--- config.mk ---
export PLATFORM = sky130hd
export DESIGN_NAME = serial_frame_tx
export DESIGN_NICKNAME = d
export VERILOG_FILES = /design/src/rtl/serial_frame_tx.sv
export SDC_FILE = /design/constraint.sdc
export NUM_CORES = 1
export LEC_CHECK = 0
export CORE_MARGIN = 1
export CORE_UTILIZATION = 45
export DETAILED_ROUTE_END_ITERATION = 10
export PLACE_DENSITY = 0.66
export REMOVE_ABC_BUFFERS = 1
export SETUP_SLACK_MARGIN = 0.05
export SLEW_MARGIN = 20
export SYNTH_ARGS = -nofsm -noshare
export SYNTH_HDL_FRONTEND = slang
export SYNTH_SLANG_ARGS = --single-unit
--- constraint.sdc ---
create_clock -name clk -period 4.16 [get_ports clk]
set_clock_uncertainty 0.2 [all_clocks]
set_input_delay 0.624 -clock clk [delete_from_list [all_inputs] [get_ports clk]]
set_output_delay 0.624 -clock clk [all_outputs]
set_load 0.02 [all_outputs]
--- src/rtl/serial_frame_tx.sv ---
// Asynchronous-serial frame transmitter: start bit, LSB-first data, optional even parity
// (enabled by defining SERIAL_FRAME_TX_PARITY_EN), then one or two stop bits.
module serial_frame_tx #(
  parameter int WIDTH        = 8,
  parameter int CLKS_PER_BIT = 16,
  parameter int STOP_BITS    = 1
) (
  input  logic             clk,
  input  logic             reset_n,
  input  logic             in_valid,
  output logic             in_ready,
  input  logic [WIDTH-1:0] in_data,
  output logic             txd,
  output logic             busy
);

  localparam int BAUD_W = (CLKS_PER_BIT > 2) ? $clog2(CLKS_PER_BIT) : 1;
  localparam int CNT_W  = $clog2(WIDTH + 1);
  localparam logic [BAUD_W-1:0] BAUD_LAST = BAUD_W'(CLKS_PER_BIT - 1);
  localparam logic [CNT_W-1:0]  DATA_LAST = CNT_W'(WIDTH - 1);
  localparam logic [CNT_W-1:0]  STOP_LAST = CNT_W'(STOP_BITS - 1);

`ifdef SERIAL_FRAME_TX_PARITY_EN
  typedef enum logic [2:0] {IDLE, START, DATA, PARITY, STOP} state_t;
  logic parity_q;
`else
  typedef enum logic [2:0] {IDLE, START, DATA, STOP} state_t;
`endif

  state_t            state_q;
  logic [BAUD_W-1:0] baud_q;
  logic [CNT_W-1:0]  bit_q;
  logic [WIDTH-1:0]  shift_q;
  logic [WIDTH-1:0]  shift_d;
  logic              txd_q;
  logic              busy_q;
  logic              rdy_q;
  logic              baud_done;

  always_comb begin
    shift_d   = shift_q >> 1;
    baud_done = (baud_q == '0);
  end

  always_ff @(posedge clk or negedge reset_n) begin
    if (!reset_n) begin
      state_q  <= IDLE;
      baud_q   <= '0;
      bit_q    <= '0;
      shift_q  <= '0;
      txd_q    <= 1'b1;
      busy_q   <= 1'b0;
      rdy_q    <= 1'b0;
`ifdef SERIAL_FRAME_TX_PARITY_EN
      parity_q <= 1'b0;
`endif
    end else begin
      case (state_q)
        IDLE: begin
          // in_ready comes up one edge after reset release, then gates acceptance
          rdy_q <= 1'b1;
          if (in_valid && rdy_q) begin
            shift_q  <= in_data;
`ifdef SERIAL_FRAME_TX_PARITY_EN
            parity_q <= ^in_data;
`endif
            state_q  <= START;
            baud_q   <= BAUD_LAST;
            bit_q    <= '0;
            txd_q    <= 1'b0;
            busy_q   <= 1'b1;
            rdy_q    <= 1'b0;
          end
        end
        START: begin
          if (baud_done) begin
            state_q <= DATA;
            baud_q  <= BAUD_LAST;
            txd_q   <= shift_q[0];
          end else begin
            baud_q <= baud_q - BAUD_W'(1);
          end
        end
        DATA: begin
          if (baud_done) begin
            baud_q <= BAUD_LAST;
            if (bit_q == DATA_LAST) begin
              bit_q   <= '0;
`ifdef SERIAL_FRAME_TX_PARITY_EN
              state_q <= PARITY;
              txd_q   <= parity_q;
`else
              state_q <= STOP;
              txd_q   <= 1'b1;
`endif
            end else begin
              bit_q   <= bit_q + CNT_W'(1);
              shift_q <= shift_d;
              txd_q   <= shift_d[0];
            end
          end else begin
            baud_q <= baud_q - BAUD_W'(1);
          end
        end
`ifdef SERIAL_FRAME_TX_PARITY_EN
        PARITY: begin
          if (baud_done) begin
            state_q <= STOP;
            baud_q  <= BAUD_LAST;
            txd_q   <= 1'b1;
          end else begin
            baud_q <= baud_q - BAUD_W'(1);
          end
        end
`endif
        STOP: begin
          if (baud_done) begin
            if (bit_q == STOP_LAST) begin
              state_q <= IDLE;
              bit_q   <= '0;
              busy_q  <= 1'b0;
              rdy_q   <= 1'b1;
            end else begin
              bit_q  <= bit_q + CNT_W'(1);
              baud_q <= BAUD_LAST;
            end
          end else begin
            baud_q <= baud_q - BAUD_W'(1);
          end
        end
        default: state_q <= IDLE;
      endcase
    end
  end

  assign txd      = txd_q;
  assign busy     = busy_q;
  assign in_ready = rdy_q;

endmodule

## Word-level counts from Yosys, hierarchy flattened

Index checks and enable logic that the tools add are counted.

| cells by class | value |
|---|---|
| equality and inequality tests | 12 |
| multiply operators | 0 |
| div/mod/pow operators | 0 |
| shifts and indexed selects | 0 |
| reduce and logical (&&, ||, !) cells | 17 |
| $add $sub $neg | 2 |
| $lt $le $gt $ge | 0 |
| multiplexer cells | 35 |
| bitwise logic cells | 0 |

Operators by type and width:

| kind | number |
|---|---|
| $mux 4 | 9 |
| $mux 8 | 3 |
| $pmux 4 s3 | 2 |
| $mux 3 | 6 |
| $pmux 8 s2 | 1 |
| $reduce_and 4->1 | 4 |
| $ne 2x2->1 const B | 7 |
| $pmux 3 s4 | 1 |
| $mux 1 | 10 |
| $reduce_bool 3->1 | 3 |
| $logic_not 4->1 | 2 |
| $eq 3x2->1 const B | 2 |
| $reduce_and 3->1 | 2 |
| $reduce_and 6->1 | 1 |
| $add 4x1->4 const B | 1 |
| $eq 4x3->1 const B | 1 |
| $pmux 1 s2 | 2 |
| $reduce_bool 2->1 | 2 |
| $sub 4x1->4 const B | 1 |
| $eq 3x1->1 const B | 1 |
| $logic_not 3->1 | 1 |
| $ne 3x3->1 const B | 1 |
| $pmux 1 s3 | 1 |
| $reduce_or 2->1 | 1 |
| $logic_and 1x1->1 | 1 |

| storage, ports and cells | value |
|---|---|
| word-level logic and storage cells | 73 |
| RAM bits | 0 |
| bits in read-only memories | 0 |
| bits in latches | 0 |
| bits in registers | 22 |
| memories | 0 |
| input bits | 11 |

## Logic depth before layout (Yosys ltp)

Gate-level depths: netlist (run 1).

| depth | value |
|---|---|
| depth in word-level cells | 4 |
| mapped depth | 8 |

## Worst setup path after synthesis (run 1)

No wires, ideal clock.

| timing path | value |
|---|---|
| path type | reg-to-reg |
| start | register state_q[0] |
| end | register state_q[0] |
| cell stages (with the launch flop) | 8 |
| arrival | 1776 ps |
| setup time | 79 ps |
| data required time | 3881 ps |
| setup slack | 2104 ps |
| path through | dfrtp_1 > inv_1 > ha_1 > buf_2 > or4b_1 > o211ai_2 > o211a_1 > mux2i_1 |

| between the ends | value |
|---|---|
| cells in the longest elaborated chain, start to end | 3 |
| elaborated cells on any way between the ends | 12 |
| those cells by class | 9 x eq/ne; 1 x mux; 2 x reduce/logical |

RTL lines:

| what | RTL line | RTL |
|---|---|---|
| start, declared | 30 | `state_t state_q;` |
| start signal, assigned | 47 | `state_q <= IDLE;` |
| start signal, assigned | 67 | `state_q <= START;` |
| start signal, assigned | 77 | `state_q <= DATA;` |
| $eq 3x2->1, or another cell as far along | 58 | `case (state_q)` |
| $ne 2x2->1 (no source line) | -- |  |
| $reduce_and 6->1 (no source line) | -- |  |

Several ways; a longest one is shown, not always the timed one.
A chain may end at the register's enable or synchronous reset.

## Final worst setup path (run 1)

| timing path | value |
|---|---|
| start | register state_q[0] |
| end | register shift_q[1] |

| between the ends | value |
|---|---|
| cells in the longest elaborated chain, start to end | 3 |
| elaborated cells on any way between the ends | 8 |
| those cells by class | 4 x eq/ne; 1 x mux; 3 x reduce/logical |

RTL lines:

| what | RTL line | RTL |
|---|---|---|
| $eq 3x2->1 / $logic_not 3->1 (equally long branches) | 58 |  |
| $ne 2x2->1 (no source line) / $reduce_bool 2->1 (equally long branches) | -- |  |
| $reduce_and 4->1 (no source line) | -- |  |
| end signal, assigned | 63 | `shift_q <= in_data;` |
| end signal, assigned | 98 | `shift_q <= shift_d;` |
| end, declared | 33 | `logic [WIDTH-1:0] shift_q;` |

Several ways; a longest one is shown, not always the timed one.

==> results of run 1 <==
final cells by class:
cell class | count | share of cell area
clock buffer | 3 | 0.0163
clock inverter | 1 | 0.00362
timing repair buffer | 13 | 0.0940
multi-input combinational | 87 | 0.448
tap | 30 | 0.0271
inverter | 11 | 0.0298
sequential | 21 | 0.381
layout by cell type (no fill, tap or decap), types with 2 or more instances in the layout:
| master | instances |
|---|---|
| a21oi_1 | 5 |
| clkbuf_4 | 3 |
| clkdlybuf4s50_1 | 13 |
| dfrtp_1 | 20 |
| ha_1 | 8 |
| inv_1 | 11 |
| mux2i_1 | 9 |
| nand2_1 | 7 |
| nand3_1 | 2 |
| nor2_1 | 4 |
| nor2b_1 | 2 |
| nor3_1 | 2 |
| o211ai_1 | 2 |
| o21ai_0 | 15 |
| o21ai_1 | 7 |
| o31ai_1 | 2 |
| or3_1 | 2 |
critical path, cell delays in order, from the launching register on:
cell and delay, ns:
dfrtp_1 0.43, inv_1 0.12, ha_1 0.66, nor2b_1 0.16, a31oi_2 0.33, or2_0 0.40, o21ai_1 0.13
routing by layer:
metal	share of wire	up-vias
met5	0	-
met4	0.0062	0
met3	0.055	2
met2	0.44	28
met1	0.50	432
li1	-	467
cells by family (layout without fill, tap and decap cells):
logic type / Yosys count / in the layout / synth area share
xor+xnor: 1 / 1 / 0.00729
flops: 21 / 21 / 0.438
mux: 9 / 9 / 0.0749
buf+inv: 14 / 28 / 0.0458
compound gates: 41 / 41 / 0.217
fa+ha+maj: 8 / 8 / 0.0832
simple gates: 28 / 28 / 0.133
state kept, by name (all words and copies together), names as in the netlist:
signal    count
busy          1
txd           1
bit_q         4
shift_q       8
baud_q        4
in_ready      1
state_q       2
where the power goes:
part / switching [mW] / total [mW] / internal, mW
Sequential: 0 / 0.204 / 0.204
Clock: 0.0644 / 0.100 / 0.0359
Combinational: 0.00656 / 0.0158 / 0.00927
final timing paths:
path / from / endpoint / slack [ns] / cells after the start
max: state_q[0] / shift_q[1] / 1.61 / 6
min reg2reg: txd / txd / 0.29 / 2
max in group asynchronous: reset_n / bit_q[0] / 2.54 / 1
max reg2reg: state_q[0] / shift_q[1] / 1.61 / 6
min: txd / txd / 0.29 / 2
min in group asynchronous: reset_n / in_ready / 0.63 / 1
==> impl_metrics.toml, run 1 <==
[outcome]
outcome = "completed"

[grt]
overflow = 0
grtUsageTotal = 0.195
met2_usage = 0.302
use_met3 = 0.0565
number_of_global_route_vias_before_repair = 902
antenna_found_initial = 0
grt.met1_usage = 0.269
global_route_wire_length_before_repair_mm = 4.04
largest_net_degree_at_the_start_of_global_routing = 22
grt-busiest-layer = "met2"

[routing]
drt-wirelength-per-cell_um = 14.6
first_pass_iters = 4
vias = 929
postRouteWirelength_mm = 2.43
drt-vias-per-instance = 5.60
drt.antenna.violating_nets = 0
drt_first_iter_violations = 17
drc = 0

[power_and_ir_drop]
cellLeakagePower_nw = 0.618
vdd_ir_drop_max_mv = 0.237
p_per_area_mw_per_mm2 = 231
power_mw = 0.320

[placed_design]
gpl.final_weighted_congestion = 0.732
placed_cells = 162
hpwlAfterDp_mm = 1.74
dpl_worst_slack_ns = 1.63
placed_area_mm2 = 0.00136
buffer_ports.inserted = 13

[synth]
synth_area_leaders = "dfrtp_1, ha_1, mux2i_1"
synth.distinct_cells = 38
synthDominantAreaCellType = "dfrtp_1"
synthArstFlopShare = 1.00
synth_edf_count = 0
synth.yosys.warnings = 0
synth_most_common_cell = "dfrtp_1"
synth_ff_type = "dfrtp_1"
synth_common_cells = "dfrtp_1, o21ai_0, inv_1"
synth.avg_cell_area_um2 = 9.86
synth_sequential_area_ratio = 0.438
synthesis.instances = 122
total_standard_cell_area_after_synthesis_mm2 = 0.00120
synth.top_cell.area_share = 0.416
seq_cells_post_synth = 21

[worst_setup_path]
kind_of_end_point_of_the_critical_path = "flop"
endpoint_arrival_time_on_the_critical_path_ns = 2.55
timing.setup.critical_path_class = "flop to flop"
worst-path-max-fanout = 18
setup.worst_path.start_class = "flop"
crit_required_ns = 4.15

[floorplanning]
dieArea_mm2 = 0.00288
num_rows = 18
dieHeight_um = 53.7
num_io_pins = 14
initial_core_utilization = 0.481
floorplan.die.width_um = 53.7
design.core.area_mm2 = 0.00250

[sta]
unrepaired_setup_endpoints_after_global_routing = "no"
final_hold_viol_count = 0
worst_pin_slew_ns = 0.962
final_max_slew_viol_count = 0
finalSetupViolations = 0
finalWorstSetupSlack_ns = 1.61
whs_ns = 0.288
setup_tns_ns = 0
achievable-frequency_mhz = 392
post-route-min-period_ns = 2.55
timing.slew.headroom = 0.356
final_period_util = 0.614

[cts]
numCtsBuffers = 3
ctsResizeCount = 0
cts.hold.buffers_added = 0
worst_skew_pair.late_latency_ns = 0.31
clock_path_buffers = 2
cts_num_sinks = 21
cts_h_tree_depth = 1
post-cts-setup-buffers = 0
clk_pin_slew_worst_paths_ns = 0.13
cts_tree = "yes"
cts_root_buffer = "clkbuf_4"

[layout]
layout.filler_cells = 235
total_area_of_multi_input_combinational_cells_um2 = 621
num-nets-final = 156
instances_no_fill = 166
n_antenna_cell = 0
final_util = 0.554
regArea_um2 = 527
post-route-cell-area_mm2 = 0.00138
synthToLayoutAreaGrowth_pct = 15.1
layout-drive-gt1-share = 0.0735

[run]
cap_violations = 0

[min_path]
hold_class = "flop to flop"
(Power assumes the default switching activity.)
==> run 2: changes to the inputs <==
==> constraint.sdc (replaced) <==
create_clock -name clk -period 2.6 [get_ports clk]
set_clock_uncertainty 0.2 [all_clocks]
set_input_delay 0.39 -clock clk [delete_from_list [all_inputs] [get_ports clk]]
set_output_delay 0.39 -clock clk [all_outputs]
set_load 0.02 [all_outputs]
==> impl_metrics.toml, run 2 (same netlist as run 1, synthesis figures left out) <==
[sta]
worst_pin_slew_ns = 0.613
setup_tns_ns = 0
final_period_util = 0.895
final_hold_viol_count = 0
final_max_slew_viol_count = 0
finalSetupViolations = 0
timing.slew.headroom = 0.591
post-route-min-period_ns = 2.33
achievable-frequency_mhz = 430
unrepaired_setup_endpoints_after_global_routing = "no"

[layout]
regArea_um2 = 527
layout_common_cells = "dfrtp_1, o21ai_0, clkdlybuf4s50_1"
top_registers = "shift_q x8, baud_q x4, bit_q x4"
final_common_cell = "dfrtp_1"
layout-drive-gt1-share = 0.0935
largest_register_ff_count = 8
n_antenna_cell = 0
synthToLayoutAreaGrowth_pct = 17.0
total_area_of_multi_input_combinational_cells_um2 = 621
post-route-cell-area_mm2 = 0.00141
num-nets-final = 159
regMostFlops = "shift_q"
layout.filler_cells = 240

[worst_setup_path]
critPathBufInv = 2
cp_slowest_stage_delay_ns = 0.43
worst-path-max-fanout = 11
critical_path.slowest_cell = "dfrtp_1"
kind_of_end_point_of_the_critical_path = "flop"
timing.setup.critical_path_class = "flop to flop"
r2r-start = "state_q[0]"
crit_required_ns = 2.61
crit_path_start = "state_q[0]"
worst_path_dominant_cell_family = "simple AND/OR/NAND/NOR gates"
worstPathCellList = "inv_1 > ha_1 > buf_4 > or3_1 > o211ai_1 > or2_1 > o31ai_1"
setup.worst_path.start_class = "flop"
endpoint_arrival_time_on_the_critical_path_ns = 2.34

[power_and_ir_drop]
p_switching_mw = 0.106
vdd_ir_drop_max_mv = 0.267
power_mw = 0.505
seq_power_share = 0.646
cellLeakagePower_nw = 0.634
p_int_mw = 0.400
pwr-share-comb = 0.052
power.share.switching = 0.209
p_per_area_mw_per_mm2 = 359
power.share.clock = 0.301

[grt]
number_of_global_route_vias_before_repair = 902
overflow = 0
grtUsageTotal = 0.198
global_route_wire_length_before_repair_mm = 4.05
largest_net_degree_at_the_start_of_global_routing = 22
antenna_found_initial = 0

[cts]
post-cts-setup-buffers = 0
ctsResizeCount = 0
cts_num_sinks = 21
worst_skew_pair.late_latency_ns = 0.31
numCtsBuffers = 3
cts_tree = "yes"
clk_pin_slew_worst_paths_ns = 0.12
cts_h_tree_depth = 1
cts.hold.buffers_added = 0
cts_root_buffer = "clkbuf_4"
clock_path_buffers = 2

[placed_design]
placed_area_mm2 = 0.00138
gpl.final_weighted_congestion = 0.779
hpwlAfterDp_mm = 1.79
buffer_ports.inserted = 13

[routing]
postRouteWirelength_mm = 2.40
drt_first_iter_violations = 17
drc = 0
drt.antenna.violating_nets = 0
drt-wirelength-per-cell_um = 14.2
drt-vias-per-instance = 5.59
vias = 944
first_pass_iters = 4

[floorplanning]
num_io_pins = 14
dieArea_mm2 = 0.00288
floorplan.die.width_um = 53.7
initial_core_utilization = 0.481
num_rows = 18
design.core.area_mm2 = 0.00250
dieHeight_um = 53.7

[outcome]
outcome = "completed"

[min_path]
hold_class = "primary input to asynchronous set/reset pin"

[run]
cap_violations = 0
## run 2: changes by cell type in the layout (fill, tap and decap cells not counted), sizes merged
cell / delta
buf: +3
## run 2: final timing paths
kind	endpoint	slack (ns)	cells after the start
max	bit_q[3]	0.27	7
min	busy	0.21	2
max reg2reg	bit_q[3]	0.27	7
min reg2reg	txd	0.29	2
max in group asynchronous	txd	1.70	2
min in group clk	txd	0.29	2
## run 2: routing by layer
layer | track usage | part of all wire
met3 | 0.0593 | 0.045
met2 | 0.325 | 0.46
met4 | 0.0395 | 0.0079
met5 | 0 | 0
met1 | 0.256 | 0.49
## run 2: final cells by class
type,instances,share of cell area
Tap cell,30,0.0267
Multi-Input combinational cell,87,0.441
Inverter,11,0.0294
Sequential cell,21,0.375
Clock inverter,1,0.00356
Clock buffer,3,0.0160
Timing Repair Buffer,16,0.109
## run 2: metrics by stage
step | worst slack (ns) | utilization | std cells | hold WS, ns
after floorplan | 0.414 | - | 119 | -0.106
after global placement | 0.371 | 0.552 | 165 | 0.274
after detailed placement | 0.274 | 0.552 | 165 | 0.273
after CTS | 0.287 | 0.563 | 169 | 0.209
after global routing | 0.0516 | 0.563 | 169 | 0.257
final | 0.273 | 0.563 | 169 | 0.207
## run 2: power by group through the flow
stage	registers (mW)	logic [mW]	clock network, mW
floorplan	0.333	0.00301	0
global placement	0.333	0.0269	0
detailed placement	0.333	0.0271	0
CTS	0.327	0.0272	0.163
global route	0.327	0.0302	0.172
finish	0.327	0.0265	0.152
==> run 3: changes to the inputs <==
==> constraint.sdc (replaced) <==
create_clock -name clk -period 2.5 [get_ports clk]
set_clock_uncertainty 0.2 [all_clocks]
set_input_delay 0.375 -clock clk [delete_from_list [all_inputs] [get_ports clk]]
set_output_delay 0.375 -clock clk [all_outputs]
set_load 0.02 [all_outputs]
==> impl_metrics.toml, run 3 (same netlist as run 1, synthesis figures left out) <==
[routing]
dr_wl_met2_mm = 1.15
wl_met3_um = 74
drc = 0
drt.antenna.violating_nets = 0
drt-wirelength-per-cell_um = 14.7
drt_first_iter_violations = 19
first_pass_iters = 4
drt-met1-wl_mm = 1.22
postRouteWirelength_mm = 2.48
vias = 938
dr.max_layer_used = "met4"
drt-vias-per-instance = 5.55

[cts]
clk_pin_slew_worst_paths_ns = 0.12
worst_skew_pair.late_latency_ns = 0.30
post-cts-setup-buffers = 0
cts_num_sinks = 21
numCtsBuffers = 3
cts_h_tree_depth = 1
clock_path_buffers = 2
cts_tree = "yes"
cts_root_buffer = "clkbuf_4"

[sta]
whs_ns = 0.204
final_hold_viol_count = 0
final_max_slew_viol_count = 0
post-route-min-period_ns = 2.20
finalWorstSetupSlack_ns = 0.298
worst_pin_slew_ns = 0.473
unrepaired_setup_endpoints_after_global_routing = "no"
final_period_util = 0.881
finalSetupViolations = 0
achievable-frequency_mhz = 454
setup_tns_ns = 0
timing.slew.headroom = 0.683

[power_and_ir_drop]
power_mw = 0.534
seq_power_share = 0.636
p_per_area_mw_per_mm2 = 379
power.share.switching = 0.217
vdd_ir_drop_max_mv = 0.255
p_int_mw = 0.418
pwr-share-comb = 0.052
power.share.clock = 0.312
cellLeakagePower_nw = 0.630
p_switching_mw = 0.116

[run]
cap_violations = 0

[min_path]
hold_class = "primary input to asynchronous set/reset pin"

[placed_design]
buffer_ports.inserted = 13
dpl_worst_slack_ns = 0.234
hpwlAfterDp_mm = 1.84
gpl.final_weighted_congestion = 0.764

[layout]
n_antenna_cell = 0
num-nets-final = 159
largest_register_ff_count = 8
final_util = 0.563
layout-drive-gt1-share = 0.0935
synthToLayoutAreaGrowth_pct = 17.1
top_registers = "shift_q x8, baud_q x4, bit_q x4"
regMostFlops = "shift_q"
layout_common_cells = "dfrtp_1, o21ai_0, clkdlybuf4s50_1"
final_common_cell = "dfrtp_1"

[worst_setup_path]
setup.worst_path.start_class = "flop"
worst_path_dominant_cell_family = "simple AND/OR/NAND/NOR gates"
kind_of_end_point_of_the_critical_path = "flop"
cp_slowest_stage_delay_ns = 0.43
endpoint_arrival_time_on_the_critical_path_ns = 2.22
critPathBufInv = 2
crit_required_ns = 2.52
critical_path.slowest_cell = "dfrtp_1"
worst-path-max-fanout = 11
timing.setup.critical_path_class = "flop to flop"
worstPathCellList = "inv_1 > ha_2 > buf_4 > or3_1 > o211ai_1 > or2_1 > o31ai_1"

[floorplanning]
floorplan.die.width_um = 53.7
num_rows = 18
design.core.area_mm2 = 0.00250
dieHeight_um = 53.7
dieArea_mm2 = 0.00288
initial_core_utilization = 0.481
num_io_pins = 14

[outcome]
outcome = "completed"

[grt]
global_route_wire_length_before_repair_mm = 3.95
grtUsageTotal = 0.194
number_of_global_route_vias_before_repair = 912
overflow = 0
antenna_found_initial = 0
largest_net_degree_at_the_start_of_global_routing = 22
run 3: changes by cell type in the layout (fill, tap and decap cells not counted), sizes merged:
cell / before / now
clkbuf: 3 / 4
clkinv: 1 / 0
run 3: stage by stage:
stage / std cells / instance area, um^2
6_report: 169 / 1410
5_1_grt: 169 / 1410
4_1_cts: 169 / 1410
3_5_place_dp: 165 / 1380
3_3_place_gp: 165 / 1380
2_1_floorplan: 119 / 1190
run 3: routing by layer:
metal	vias up	global-route usage
li1	470	-
met1	446	0.244
met2	17	0.321
met3	5	0.0311
met4	0	0.0921
met5	-	0
run 3: cell type report:
class,count,area (um^2)
tap,30,37.5
inverter,11,41.3
sequential,21,527
timing repair buffer,16,153
fill,236,1090
multi-input combinational,87,623
clock buffer,4,26.3
run 3: power groups by stage:
stage	Clock, mW	Combinational, mW	Sequential [mW]
3_5_place_dp	0	0.0284	0.346
5_1_grt	0.189	0.0308	0.340
4_1_cts	0.170	0.0288	0.340
6_report	0.166	0.0280	0.340
3_3_place_gp	0	0.0278	0.346
2_1_floorplan	0	0.00313	0.346
run 3: worst paths after layout:
kind                                  from    endpoint  slack (ns)  cells after the start
max in group asynchronous          reset_n         txd        1.61                      2
worst max register to register  state_q[0]    bit_q[3]        0.30                      7
min in group clk                       txd         txd        0.29                      2
worst min-delay path               reset_n  shift_q[6]        0.20                      2
worst min register to register         txd         txd        0.29                      2
worst max-delay path            state_q[0]    bit_q[3]        0.30                      7
run 3: repair_timing:
action | 4_1_cts | 5_1_grt
hold buffers | 0 | 0
setup endpoints to repair | 0 | 1
gates resized for setup | 0 | 1
==> edit: new RTL, settings of run 1 <==
The option `SERIAL_FRAME_TX_PARITY_EN` is turned on by a define.
--- a/src/rtl/serial_frame_tx.sv
+++ b/src/rtl/serial_frame_tx.sv
@@ -1,5 +1,7 @@
 // Asynchronous-serial frame transmitter: start bit, LSB-first data, optional even parity
 // (enabled by defining SERIAL_FRAME_TX_PARITY_EN), then one or two stop bits.
+`define SERIAL_FRAME_TX_PARITY_EN
+
 module serial_frame_tx #(
   parameter int WIDTH        = 8,
   parameter int CLKS_PER_BIT = 16,
Check against the original RTL: no difference found for any inputs over 10 cycles, from zero or initial values and one cycle with reset_n low; that may be too few to reach the edited logic, so the function may still have changed.
==> edit against run 1 <==
Synthesized cell count up 7.4%. Wire length up 5.4%. Power up 11%. Cell area up 12%. Global-route usage down 2.2 points. Sequential cell count up 2. Setup slack better by 0.26 ns. Die area up 14%. Non-clock buffer count up 1. Sequential power up 9.8%. Synthesized area up 15%. Largest power group unchanged.
==> edit: results (changes against run 1) <==
| Metric | Value |
|---|---|
| Run status | `finished, final reports clean` |
| R2r startpoint | `state_q[1]$_DFFE_PN0P_` |
| Number of library cell types mapped by synthesis | `45 (+18%)` |
| Logic gate share of total power | `8.0% (+3.1 points)` |
| Final nets | `159 (+1.9%)` |
| CP max stage cell | `dfrtp_1` |
| Worst slew pin tran | `0.619 ns (-0.344 ns)` |
| Pre-CTS setup slack | `1.59 ns (-0.0381 ns)` |
| Vias in the first global route | `985 (+9.2%)` |
| Seq/Total Area, Yosys | `41.9% (-1.9 points)` |
| Clock buffer cells | `4 (+1)` |
| Most frequent cells after synthesis | `22 x dfrtp_1, 15 x mux2_2, 10 x inv_1` |
| Flop2flop setup slack | `1.87 ns (+0.26 ns)` |
| DRT iter0 DRCs | `53 (+36)` |
| #FFs+latches synth | `23 (+9.5%)` |
| Cell family with most CP delay | `simple AND/OR/NAND/NOR gates` |
| Vias per inst | `5.79 (+3.4%)` |
| Crit Reg-Reg Endpoint | `shift_q[0]$_DFFE_PN0P_` |
| Hold Crit Class | `input port to asynchronous set/reset pin` |
| Non-CTS buffers | `14 (+1)` |
| Maximum vdd ir drop | `0.220 mV (-7.0%)` |
| Non-Clock Buffer Area Fraction | `8.56% (-0.84 points)` |
| DP Wirelength | `1870 microns (+7.5%)` |
| Largest net degree at the start of global routing | `24 (+9.1%)` |
| Most area-consuming cells after synthesis | `dfrtp_1 40%, mux2_2 12%, xnor2_1 5.1%` |
[edit: cell count changes after synthesis, sizes merged, moves of 4 or more]
cell,delta
ha,-5
nand2,-4
o21ai,-13
xnor2,+7
mux2i,-8
mux2,+15
[edit: per-layer routing]
layer	share of wire (%)	GRT usage, %	up-vias
li1	-	-	501
met1	47	21.9	495
met2	49	29.9	15
met3	3.1	4.54	2
met4	0.63	3.48	0
met5	0	0	-
[edit: worst max-delay path by stage]
stage          depth (start not counted)                   start                endpoint
6_report                               4  state_q[1]$_DFFE_PN0P_  shift_q[0]$_DFFE_PN0P_
5_1_grt                                4  state_q[1]$_DFFE_PN0P_  shift_q[4]$_DFFE_PN0P_
4_1_cts                                1         txd$_DFFE_PN1P_                     txd
3_5_place_dp                           5                in_valid  shift_q[4]$_DFFE_PN0P_
3_3_place_gp                           5                in_valid  shift_q[4]$_DFFE_PN0P_
2_1_floorplan                          6   baud_q[0]$_DFFE_PN0P_    bit_q[1]$_DFFE_PN0P_
[edit: cells by family after synthesis]
logic type / share of synthesized area, %
AO/OA/AOI/OAI: 17.3
flip-flops: 41.9
AND/OR/NAND/NOR: 14.1
adder cells (fa/ha/maj): 2.73
multiplexers: 13.0
buffers and inverters: 4.63
XOR/XNOR: 6.36
[edit: worst reg2reg max path: stages, from the launching register on]
cell and delay, ns:
dfrtp_1 0.69, nor3b_4 0.52, and2_1 0.24, o22ai_2 0.19, mux2_2 0.34
[edit: through the flow]
step	power, mW	instance area, sq um	hold WS (ns)	std cells
finish	0.355	1550	0.0529	175
global route	0.370	1550	0.0733	175
CTS	0.363	1550	0.283	175
detailed placement	0.257	1530	0.267	171
global placement	0.257	1530	0.276	171
floorplan	0.240	1350	0.128	126
